## config.mk

```make
export PLATFORM = sky130hd
export DESIGN_NAME = elastic_pipe_reg
export DESIGN_NICKNAME = d
export VERILOG_FILES = /design/src/rtl/elastic_pipe_reg.sv
export SDC_FILE = /design/constraint.sdc
export NUM_CORES = 1
export LEC_CHECK = 0
export CELL_PAD_IN_SITES_DETAIL_PLACEMENT = 2
export CELL_PAD_IN_SITES_GLOBAL_PLACEMENT = 2
export CORE_UTILIZATION = 38
export DETAILED_ROUTE_END_ITERATION = 8
export PLACE_DENSITY_LB_ADDON = 0.1
export SLEW_MARGIN = 30
export SYNTH_ARGS = -nofsm -noshare
export SYNTH_HDL_FRONTEND = slang
export SYNTH_SLANG_ARGS = --single-unit
```

## constraint.sdc

```tcl
create_clock -name clk -period 7.16 [get_ports clk]
set_clock_uncertainty 0.1 [all_clocks]
set_input_delay 1.432 -clock clk [delete_from_list [all_inputs] [get_ports clk]]
set_output_delay 1.432 -clock clk [all_outputs]
set_load 0.1 [all_outputs]
```

## src/rtl/elastic_pipe_reg.sv

```systemverilog
// elastic_pipe_reg: valid/ready inter-stage buffer built as a circular buffer
// of DEPTH entries. in_ready depends only on registered occupancy, so
// back-pressure never forms a combinational path through this stage.
//
// Handshake: a transfer happens on a rising edge where valid and ready are
// both high (and flush is low). The producer keeps valid and data stable
// until that edge; ready may rise or fall freely and never depends on the
// partner's valid in the same cycle.
module elastic_pipe_reg #(
  parameter int WIDTH = 32,
  parameter int DEPTH = 2,
  parameter int CW    = $clog2(DEPTH + 1)
) (
  input  logic             clk,
  input  logic             reset_n,
  input  logic             flush,
  input  logic             in_valid,
  output logic             in_ready,
  input  logic [WIDTH-1:0] in_data,
  output logic             out_valid,
  input  logic             out_ready,
  output logic [WIDTH-1:0] out_data,
  output logic [CW-1:0]    count,
  output logic [CW-1:0]    max_count
);

  // A 1-entry buffer still needs a 1-bit pointer so the vectors stay legal.
  localparam int PW = (DEPTH > 1) ? $clog2(DEPTH) : 1;

  logic [WIDTH-1:0] mem [DEPTH];
  logic [PW-1:0]    wr_ptr;
  logic [PW-1:0]    rd_ptr;
  logic [PW-1:0]    wr_ptr_nxt;
  logic [PW-1:0]    rd_ptr_nxt;
  logic [CW-1:0]    count_nxt;
  logic [CW-1:0]    max_nxt;
  logic             push;
  logic             pop;

  // Pointers wrap explicitly so DEPTH need not be a power of two.
  function automatic logic [PW-1:0] ptr_inc(input logic [PW-1:0] p);
    return (p == PW'(DEPTH - 1)) ? '0 : p + 1'b1;
  endfunction

  assign in_ready  = (count != CW'(DEPTH));
  assign out_valid = (count != '0);
  assign out_data  = mem[rd_ptr];

  // A flush cycle cancels any handshake that would otherwise fire.
  assign push = in_valid & in_ready & ~flush;
  assign pop  = out_valid & out_ready & ~flush;

  // Next pointers, occupancy and high-water mark; flush returns to empty.
  always_comb begin
    wr_ptr_nxt = wr_ptr;
    rd_ptr_nxt = rd_ptr;
    count_nxt  = count;
    if (flush) begin
      wr_ptr_nxt = '0;
      rd_ptr_nxt = '0;
      count_nxt  = '0;
    end else begin
      if (push) wr_ptr_nxt = ptr_inc(wr_ptr);
      if (pop)  rd_ptr_nxt = ptr_inc(rd_ptr);
      case ({push, pop})
        2'b10:   count_nxt = count + 1'b1;
        2'b01:   count_nxt = count - 1'b1;
        default: count_nxt = count;
      endcase
    end
    max_nxt = (count_nxt > max_count) ? count_nxt : max_count;
  end

  // Control state: pointers, occupancy and peak occupancy.
  always_ff @(posedge clk or negedge reset_n) begin
    if (!reset_n) begin
      wr_ptr    <= '0;
      rd_ptr    <= '0;
      count     <= '0;
      max_count <= '0;
    end else begin
      wr_ptr    <= wr_ptr_nxt;
      rd_ptr    <= rd_ptr_nxt;
      count     <= count_nxt;
      max_count <= max_nxt;
    end
  end

  // Payload storage; cleared by reset so out_data reads zero afterwards,
  // deliberately left intact by flush.
  always_ff @(posedge clk or negedge reset_n) begin
    if (!reset_n) begin
      for (int i = 0; i < DEPTH; i++) mem[i] <= '0;
    end else if (push) begin
      mem[wr_ptr] <= in_data;
    end
  end

endmodule

```

# After elaboration in Yosys (flattened, before gate mapping)
# Cells that the tools add are included.
[totals] wordCells=42 ff_bits=70 input_bits=37
[op_classes] n_addsub=4 muxes=14 reduce_logical=4 eq_ne=3 n_lt_le_gt_ge=4 bitwise_logic=7
[op_table] op="$mux 32" count=4
[op_table] op="$bwmux 64" count=1
[op_table] op="$demux 32 s1" count=1
[op_table] op="$mux 1" count=6
[op_table] op="$reduce_bool 2->1" count=3
[op_table] op="$and 1x1->1" count=4
[op_table] op="$ge 2x2->1 const B" count=2
[op_table] op="$not 1->2" count=2
[op_table] op="$pmux 2 s2" count=1
[op_table] op="$add 1x1->1 const B" count=2
[op_table] op="$add 2x1->2 const B" count=1
[op_table] op="$eq 2x1->1 const B" count=1
[op_table] op="$eq 2x2->1 const B" count=1
[op_table] op="$gt 2x2->1" count=1
[op_table] op="$lt 2x1->1 const B" count=1
[op_table] op="$mux 2" count=1
[op_table] op="$ne 2x2->1 const B" count=1
[op_table] op="$sub 2x1->2 const B" count=1
[op_table] op="$logic_and 1x1->1" count=1
[op_table] op="$not 1->1" count=1

# Logic depth before layout (Yosys ltp)
# Gate-level depths: netlist (run 1).
[logic_depth] depth_word=7 depth_mapped=13

# Least setup slack after synthesis (run 1)
# Ideal clock, no wire load.
[synth_path] path_type="reg-to-reg" from="register count[1]" to="register max_count[1]" n_path_buf=0 setup_time_ns=0.096 arrival_time_ns=3.279 path_stages_with_launch=13 slack_ns=3.686 required_ns=6.964 period_less_slack_ns=3.474 path_cell_list="dfrtp_1 or2_2 nand2_1 nor2_1 ha_1 nor2_1 xnor2_1 nor2_1 ha_1 nor2b_1 o21ai_0 nand2_1 o31ai_1"
[synth_via] elab_chain_cells=7 word_cells_on_any_way=13 cone_classes="add/sub: 2; order compare: 1; eq/ne: 3; mux: 2; bitwise: 4; reduce/logical: 1"
[synth_lines] element="from (decl)" line_no="23" source="output logic [CW-1:0] count,"
[synth_lines] element="from (signal assigned)" line_no="84" source="count <= count_nxt;"
[synth_lines] element="$reduce_bool 2->1 *" line_no="46" source="assign out_valid = (count != '0);"
[synth_lines] element="net out_valid" line_no="20" source="output logic out_valid,"
[synth_lines] element="$and 1x1->1 * (2 in a row)" line_no="51" source="assign pop = out_valid & out_ready & ~flush;"
[synth_lines] element="$eq 2x1->1 or $eq 2x2->1 (tied branches)" line_no="65" source="case ({push, pop})"
[synth_lines] element="$pmux 2 s2 *" line_no="65"
[synth_lines] element="$mux 2 *" line_no="58" source="if (flush) begin"
[synth_lines] element="net count_nxt[1]" line_no="35" source="logic [CW-1:0] count_nxt;"
[synth_lines] element="$gt 2x2->1" line_no="71" source="max_nxt = (count_nxt > max_count) ? count_nxt : max_count;"
[synth_lines] element="to (signal assigned)" line_no="85" source="max_count <= max_nxt;"
[synth_lines] element="to (decl)" line_no="24" source="output logic [CW-1:0] max_count"
# Mark *: on every way through the listed nets, which the timed path passes. The rest lies on a longest branch.
# A chain may end at the register's enable or synchronous reset.

# Worst setup path in the final report (run 1)
[layout_path] from="register rd_ptr" to="output out_data[17]"
[layout_via] elab_chain_cells=4
[layout_lines] element="from (decl)" line_no="32" source="logic [PW-1:0] rd_ptr;"
[layout_lines] element="from (signal assigned)" line_no="83" source="rd_ptr <= rd_ptr_nxt;"
[layout_lines] element="$not 1->2 (implied by the code)" line_no="47" source="assign out_data = mem[rd_ptr];"
[layout_lines] element="$mux 32 (implied by the code) (3 in a row)" line_no="47"
[layout_lines] element="to (decl)" line_no="22" source="output logic [WIDTH-1:0] out_data,"
# Every way passes these cells. The select of a mux whose other input is x is not followed.

==> results of run 1 <==
-- cell usage after synthesis --
| master | n |
|---|---|
| dfrtp_1 | 70 |
| mux2_4 | 60 |
| mux2_2 | 36 |
| nor2_1 | 6 |
| nand2_1 | 5 |
| buf_2 | 3 |
| buf_6 | 3 |
| buf_8 | 3 |
| ha_1 | 3 |
| xor2_1 | 3 |
| inv_1 | 2 |
| o21ai_0 | 2 |
| xnor2_1 | 2 |
| clkbuf_1 | 1 |
| nand2b_4 | 1 |
| nand3b_4 | 1 |
| nand4b_4 | 1 |
| nor2_8 | 1 |
| nor2b_1 | 1 |
| o31ai_1 | 1 |
| or2_2 | 1 |
-- power breakdown --
| group | total, uW | internal [uW] | leakage [uW] | switching, uW |
|---|---|---|---|---|
| registers | 612 | 528 | 0.000839 | 83.6 |
| clock network | 382 | 229 | 0.000115 | 153 |
| logic | 1050 | 369 | 0.00104 | 685 |
-- layout by cell type (no fill, tap or decap), types with 2 or more instances in the layout --
cell type,netlist,routed
bufinv_16,0,3
clkbuf_8,0,9
clkdlybuf4s50_1,0,72
dfrtp_1,70,70
ha_1,3,3
inv_1,2,2
mux2_2,36,36
mux2_4,60,60
nand2_1,5,5
nor2_1,6,6
o21ai_0,2,2
xnor2_1,2,2
xor2_1,3,3
-- area by class of cell --
class	instances	area [um^2]
tap	108	135
fill	836	4260
inverter	2	7.51
multi-input combinational	124	1540
sequential	70	1750
clock buffer	9	124
clock inverter	6	111
timing repair buffer	76	749
-- per-stage QoR --
step | hold WS, ns | std cells | total power, uW | cell area, um^2
finish | 0.405 | 395 | 2050 | 4420
floorplan | 0.374 | 206 | 1460 | 3390
CTS | 0.410 | 395 | 2070 | 4420
global placement | 0.386 | 380 | 1660 | 4180
global route | 0.424 | 395 | 2140 | 4420
detailed placement | 0.390 | 380 | 1680 | 4180
-- state kept, by name, indices dropped and copies added (netlist names) --
name / cells
wr_ptr: 1
count: 2
mem: 64
rd_ptr: 1
max_count: 2
-- path summary, 6_finish.rpt --
check                      depth (start not counted)      endpoint     start  slack, ns
max                                                3  out_data[17]    rd_ptr       2.89
min                                                1       mem[11]   mem[11]       0.41
max reg2reg                                       12  max_count[0]  count[1]       4.28
min reg2reg                                        1       mem[11]   mem[11]       0.41
max in group asynchronous                          2       mem[18]   reset_n       5.41
min in group asynchronous                          2        mem[4]   reset_n       1.07
-- cells by family after synthesis --
| logic type | count (synthesis) | synth area share |
|---|---|---|
| muxes | 96 | 0.385 |
| AOI/OAI and AO/OA | 3 | 0.00516 |
| adders and majority gates | 3 | 0.0111 |
| DFF | 70 | 0.516 |
| and+or+nand+nor | 17 | 0.0387 |
| buffers and inverters | 12 | 0.0310 |
| xor gates and xnor gates | 5 | 0.0129 |
-- layer usage --
| metal | share of wire | up-vias | GRT usage |
|---|---|---|---|
| met5 | 0 | - | 0 |
| met4 | 0.017 | 0 | 0.0699 |
| met3 | 0.045 | 9 | 0.0399 |
| met2 | 0.48 | 48 | 0.272 |
| met1 | 0.46 | 992 | 0.228 |
| li1 | - | 879 | - |
-- worst max-delay path, stage by stage (launching register included) --
cell and delay (ns):
dfrtp_1 0.57, buf_4 0.44, mux2_2 0.24, clkdlybuf4s50_1 1.14
==> flow_summary.toml, run 1 <==
[status]
status = "finished clean"

[grt]
first_global_vias = 2197
antenna_found_initial = 0
grt_pass1_wl_um = 11700
gr-usage-all-layers = 0.172
overflow = 0
grt_max_degree = 71

[placement]
dp_hpwl_um = 4630
gp_congestion = 0.657
portBuffers = 74
dp_slack_ns = 2.98

[drt]
wire_per_inst_um = 18.6
num_vias = 1928
ant_nets = 0
viasPerCell = 4.88
drc = 0
drt_wl_total_um = 7340
dr.first_iter.drc_count = 39
firstDrtPassIters = 3

[clocking]
cts-hold-fix-buffers = 0
worst_skew_pair.late_latency_ns = 0.33
post_cts_resized = 0
cts_buffer_depth = 2
clk_pin_slew_worst_paths_ns = 0.08
cts.sinks = 70
root_buffer = "clkbuf_8"
post_cts_buffers = 0
cts_tree = "built"
h-tree-depth = 3
cts_buffers = 9

[timing]
fin_tns_setup_ns = 0
max_freq_ghz = 0.234
maxSlewHeadroom = 0.328
rsz0062_at_grt = "false"
fin_crit_sh = 0.597
setup_slack_ns = 2.89
hold_viol = 0
setup_viol = 0
drv_slew = 0
tightest_slew_ns = 1.00
min_period_ns = 4.27

[yosys]
ys_types = 21
synth_area_leader_cell = "dfrtp_1"
synth_top_area_share = 0.516
syn-num-nets = 246
ys_seq_area_frac = 0.516
synth_area_per_cell_um2 = 16.5
yosys_warnings = 0
synth_cells = 206
synth.area.top_cells = "dfrtp_1, mux2_4, mux2_2"
ys_ff_latch = 70
synth_area_mm2 = 0.00339

[setup_path]
crit_path_start_kind = "register"
cp.arrival_ns = 2.74
endpoint_kind = "output pin"
path_max_fanout = 25
worstSetupPathType = "reg -> out"
required_ns = 5.63

[power_and_ir_drop]
max-vdd-ir-drop_mv = 0.222
p_per_area_mw_per_mm2 = 464
total_leakage_power_uw = 0.00200

[finish]
diodes = 0
fin_nets = 323
utilization = 0.509
drive_gt1_frac = 0.418
area_delta_synth_final_pct = 30.1

[hold_path]
hold_class = "reg -> reg"

[floorplanning]
num_io_pins = 75
die_h_um = 96.5
core-area_mm2 = 0.00868
chipWidth_um = 96.5
die_area_mm2 = 0.00931
rows = 34
start_util = 0.391

[flow_run]
maxCapViolCount = 0
Note: power is estimated with default switching activity, not from simulation.
==> run 2, diff against run 1 <==
Settings changed: CORE_UTILIZATION 38 to 36.
Clock period 7.16 ns to 4.4 ns, I/O delays scaled along.
==> run 2 against run 1 <==
  * Worst hold slack gained 0.0023 ns
  * Worst setup slack lost 1.7 ns
  * Wire length shrank 2.6%
  * Final cell count grew 1.0%
  * Sequential share of layout area grew 1.0 points
  * Flip-flop and latch count is the same
  * Die area grew 5.4%
  * Combinational power grew 60%
  * Total power grew 54%
  * Global-route usage shrank 1.2 points
  * Critical path type is now in -> reg
  * Critical endpoint is now max_count[1]
  * Largest cell class unchanged
  * Largest power group unchanged
  * Highest routed layer unchanged
==> flow_summary.toml, run 2 (synthesized netlist as in run 1, its figures left out) <==
[clocking]
cts.sinks = 70
h-tree-depth = 3
worst_skew_pair.late_latency_ns = 0.34
root_buffer = "clkbuf_8"
cts_buffer_depth = 2
clk_pin_slew_worst_paths_ns = 0.08
cts-hold-fix-buffers = 0
post_cts_buffers = 0
post_cts_resized = 0
cts_tree = "built"
cts_buffers = 9

[drt]
ant_nets = 0
num_vias = 1932
dr.first_iter.drc_count = 30
drt_wl_total_um = 7150
drc = 0
top_layer_used = "met4"
wire_per_inst_um = 17.9
wirelength_met1_um = 3420
firstDrtPassIters = 3
viasPerCell = 4.84
dr_wl_met3_um = 274
wl_met2_um = 3350

[finish]
final_common_cell = "dfrtp_1"
diodes = 0
largest_register_ffs = 64
area_delta_synth_final_pct = 26.8
reg.largest.list = "mem (64), count (2), max_count (2)"
drive_gt1_frac = 0.528
fin_nets = 324
regMostFlops = "mem"
most-common-layout-cells = "dfrtp_1, mux2_4, clkdlybuf4s50_1, mux2_2, buf_4"

[floorplanning]
die_area_mm2 = 0.00982
start_util = 0.369
chipWidth_um = 99.1
num_io_pins = 75
core-area_mm2 = 0.00920
rows = 35
die_h_um = 99.1

[setup_path]
path_max_fanout = 8
required_ns = 4.55
crit_path_start_kind = "primary input"
regToRegSetupSlack_ns = 1.61
worstSetupPathType = "in -> reg"
cp.arrival_ns = 3.33
endpoint_kind = "register"
ff2ff_path_depth = 12

[timing]
fin_tns_setup_ns = 0
max_freq_ghz = 0.314
rsz0062_at_grt = "false"
drv_slew = 0
tightest_slew_ns = 0.972
fin_crit_sh = 0.725
hold_viol = 0
maxSlewHeadroom = 0.350
min_period_ns = 3.19
setup_viol = 0
setup_slack_ns = 1.21

[placement]
dp_slack_ns = 0.795
gp_congestion = 0.679
portBuffers = 74
dp_hpwl_um = 4660

[grt]
gr-usage-all-layers = 0.160
grt_max_degree = 71
overflow = 0
first_global_vias = 2262
antenna_found_initial = 0
grt_pass1_wl_um = 12000

[power_and_ir_drop]
max-vdd-ir-drop_mv = 0.400
fin_total_pwr_uw = 3150
total_leakage_power_uw = 0.00201
p_per_area_mw_per_mm2 = 732

[status]
status = "finished clean"

[hold_path]
hold_class = "reg -> reg"
whs_path_depth = 1

[flow_run]
maxCapViolCount = 0
-- run 2: changes by cell type in the layout (fill, tap and decap cells not counted) --
| cell | delta |
|---|---|
| clkbuf_2 | -1 |
| buf_4 | +32 |
| clkinv_2 | +1 |
| bufinv_16 | -3 |
| inv_6 | +1 |
| buf_12 | +1 |
| clkbuf_8 | +1 |
| clkdlybuf4s50_1 | -31 |
-- run 2: worst paths after layout --
path	end	startpoint
worst max register to register	max_count[1]	count[1]
max in group asynchronous	mem[46]	reset_n
worst min register to register	mem[63]	mem[63]
min in group asynchronous	mem[3]	reset_n
worst min-delay path	mem[63]	mem[63]
worst max-delay path	max_count[1]	flush
-- run 2: cell type report --
type | count | area, um^2
inverters | 2 | 7.51
clock inverters | 5 | 35.0
repair buffers | 77 | 694
clock buffers | 10 | 138
well taps | 111 | 139
multi-input cells | 124 | 1540
flip-flops and latches | 70 | 1750
fillers | 889 | 4890
-- run 2: metal layers --
metal,global-route usage,vias up
met5,0,-
met4,0.0611,0
met3,0.0355,11
met2,0.250,46
met1,0.219,992
li1,-,883
-- run 2: power by group --
part           internal, uW  switching (uW)  total, uW
sequential              859             135        995
clock                   218             254        472
combinational           571            1110       1680
total                  1650            1500       3150
-- run 2: stage by stage --
| stage | cells | util | hold WS (ns) | area (um^2) |
|---|---|---|---|---|
| after CTS | 399 | 0.467 | 0.412 | 4300 |
| after floorplan | 206 | - | 0.374 | 3390 |
| after detailed placement | 384 | 0.449 | 0.391 | 4130 |
| final | 399 | 0.468 | 0.408 | 4300 |
| after global placement | 384 | 0.449 | 0.387 | 4130 |
| after global routing | 399 | 0.468 | 0.426 | 4300 |
-- run 2: critical path, stage by stage --
cell and delay, ns:
clkdlybuf4s50_1 0.54, nand3b_4 0.26, ha_1 0.33, nor2_1 0.14
xnor2_1 0.15, nor2_1 0.08, ha_1 0.29, nor2b_1 0.13
o21ai_0 0.35, nand2_1 0.10, o31ai_1 0.08
==> run 3, diff against run 2 <==
Settings changed: CORE_UTILIZATION 36 to 32.
Clock period 4.4 ns to 2.7 ns, I/O delays scaled along.
==> run 3 against run 2 <==
  * Wire length up 6.8%
  * Cell area increased by 14%
  * Final cell count grew 9.3%
  * Sequential share of layout area fell by 4.9 points
  * Register-to-register slack got worse by 1.4 ns
  * Sequential power up 63%
  * Utilization increased by 0.77 points
  * Worst hold slack worse by 0.30 ns
  * Critical path depth is 2 higher
  * Global-route usage down 1.2 points
  * Critical endpoint unchanged
  * Largest power group unchanged
==> flow_summary.toml, run 3 (synthesized netlist as in run 1, its figures left out) <==
[flow_run]
maxCapViolCount = 0

[clocking]
cts_tree = "built"
worst_skew_pair.late_latency_ns = 0.35
root_buffer = "clkbuf_8"
clk_pin_slew_worst_paths_ns = 0.08
post_cts_resized = 0
cts_buffers = 9
post_cts_buffers = 0
h-tree-depth = 3
cts_buffer_depth = 2
cts-hold-fix-buffers = 0
cts.sinks = 70

[grt]
overflow = 0
gr-usage-all-layers = 0.149
grt_max_degree = 71
first_global_vias = 2286
antenna_found_initial = 0
grt_pass1_wl_um = 12500

[setup_path]
worstSetupPathType = "reg -> reg"
critPathLaunch = "count[0]"
worstReg2RegStart = "count[0]"
endpoint = "max_count[1]"
required_ns = 2.85
path_max_fanout = 5
endpoint_kind = "register"
r2r_end = "max_count[1]"
regToRegSetupSlack_ns = 0.21
cp.arrival_ns = 2.65
crit_path_start_kind = "register"
ff2ff_path_depth = 13

[floorplanning]
start_util = 0.329
rows = 37
chipWidth_um = 105
core-area_mm2 = 0.0103
die_h_um = 105
num_io_pins = 75
die_area_mm2 = 0.0110

[finish]
final_common_cell = "dfrtp_1"
fin_cells = 436
largest_register_ffs = 64
reg.largest.list = "mem (64), count (2), max_count (2)"
drive_gt1_frac = 0.580
regMostFlops = "mem"
area_delta_synth_final_pct = 44.7
most-common-layout-cells = "dfrtp_1, mux2_4, mux2_2, buf_12, clkdlybuf4s50_1"
diodes = 0
fin_nets = 335

[timing]
drv_slew = 0
setup_viol = 0
fin_crit_sh = 0.924
tightest_slew_ns = 0.387
min_period_ns = 2.49
max_freq_ghz = 0.401
hold_viol = 0
maxSlewHeadroom = 0.742
rsz0062_at_grt = "false"

[drt]
drt_wl_total_um = 7640
drc = 0
ant_nets = 0
dr.first_iter.drc_count = 52
num_vias = 1989
firstDrtPassIters = 2
viasPerCell = 4.56
wire_per_inst_um = 17.5

[power_and_ir_drop]
fin_total_pwr_uw = 5900
max-vdd-ir-drop_mv = 0.567
p_per_area_mw_per_mm2 = 1200
total_leakage_power_uw = 0.00224

[hold_path]
hold_class = "in -> async"

[placement]
gp_congestion = 0.662
dp.cells = 420
dp_hpwl_um = 5150
portBuffers = 74

[status]
status = "finished clean"
[run 3: area by class of cell]
cell class                 instances  area (um^2)
clock buffer                      12          145
inverter                           2         7.51
tap                              136          170
sequential                        70         1760
timing repair buffer              88         1200
clock inverter                     4         70.1
fill                             955         5420
multi-input combinational        124         1560
[run 3: layer usage]
layer	track usage	part of all wire	wire length [um]
met1	0.190	0.45	3430
met2	0.241	0.50	3800
met3	0.0337	0.037	281
met4	0.0634	0.017	128
met5	0	0	0
[run 3: worst min-delay path by stage]
stage / start / endpoint / slack (ns) / cells past startpoint
final: reset_n / mem[38] / 0.10 / 2
after CTS: reset_n / mem[56] / 0.12 / 2
after global routing: reset_n / mem[38] / 0.13 / 2
after floorplan: reset_n / max_count[0] / 0.14 / 0
after global placement: mem[10] / mem[10] / 0.38 / 1
after detailed placement: mem[12] / mem[12] / 0.39 / 1
[run 3: critical path, cell delays in order, from the launching register on]
cell	delay (ns)
dfrtp_4	0.51
or2_4	0.26
nand2_2	0.07
nor2_2	0.05
ha_4	0.16
xnor2_1	0.14
nor2_1	0.07
xnor2_1	0.18
nor2_1	0.09
ha_1	0.29
nor2b_1	0.14
o21ai_2	0.18
nand2_1	0.09
o31ai_1	0.07
[run 3: power breakdown]
part / internal, uW / switching (uW) / total, uW
sequential: 1400 / 211 / 1620
clock: 544 / 402 / 945
combinational: 1390 / 1940 / 3340
[run 3: stage by stage]
stage / cell area, um^2 / setup slack [ns] / TNS [ns] / util / hold WS, ns
floorplan: 3420 / -0.0451 / -0.0748 / - / 0.144
global placement: 4690 / -0.0420 / -0.0791 / 0.455 / 0.382
detailed placement: 4690 / -0.143 / -0.274 / 0.455 / 0.391
CTS: 4910 / 0.177 / 0 / 0.475 / 0.123
global route: 4910 / 0.0285 / 0 / 0.475 / 0.129
finish: 4910 / 0.206 / 0 / 0.475 / 0.105
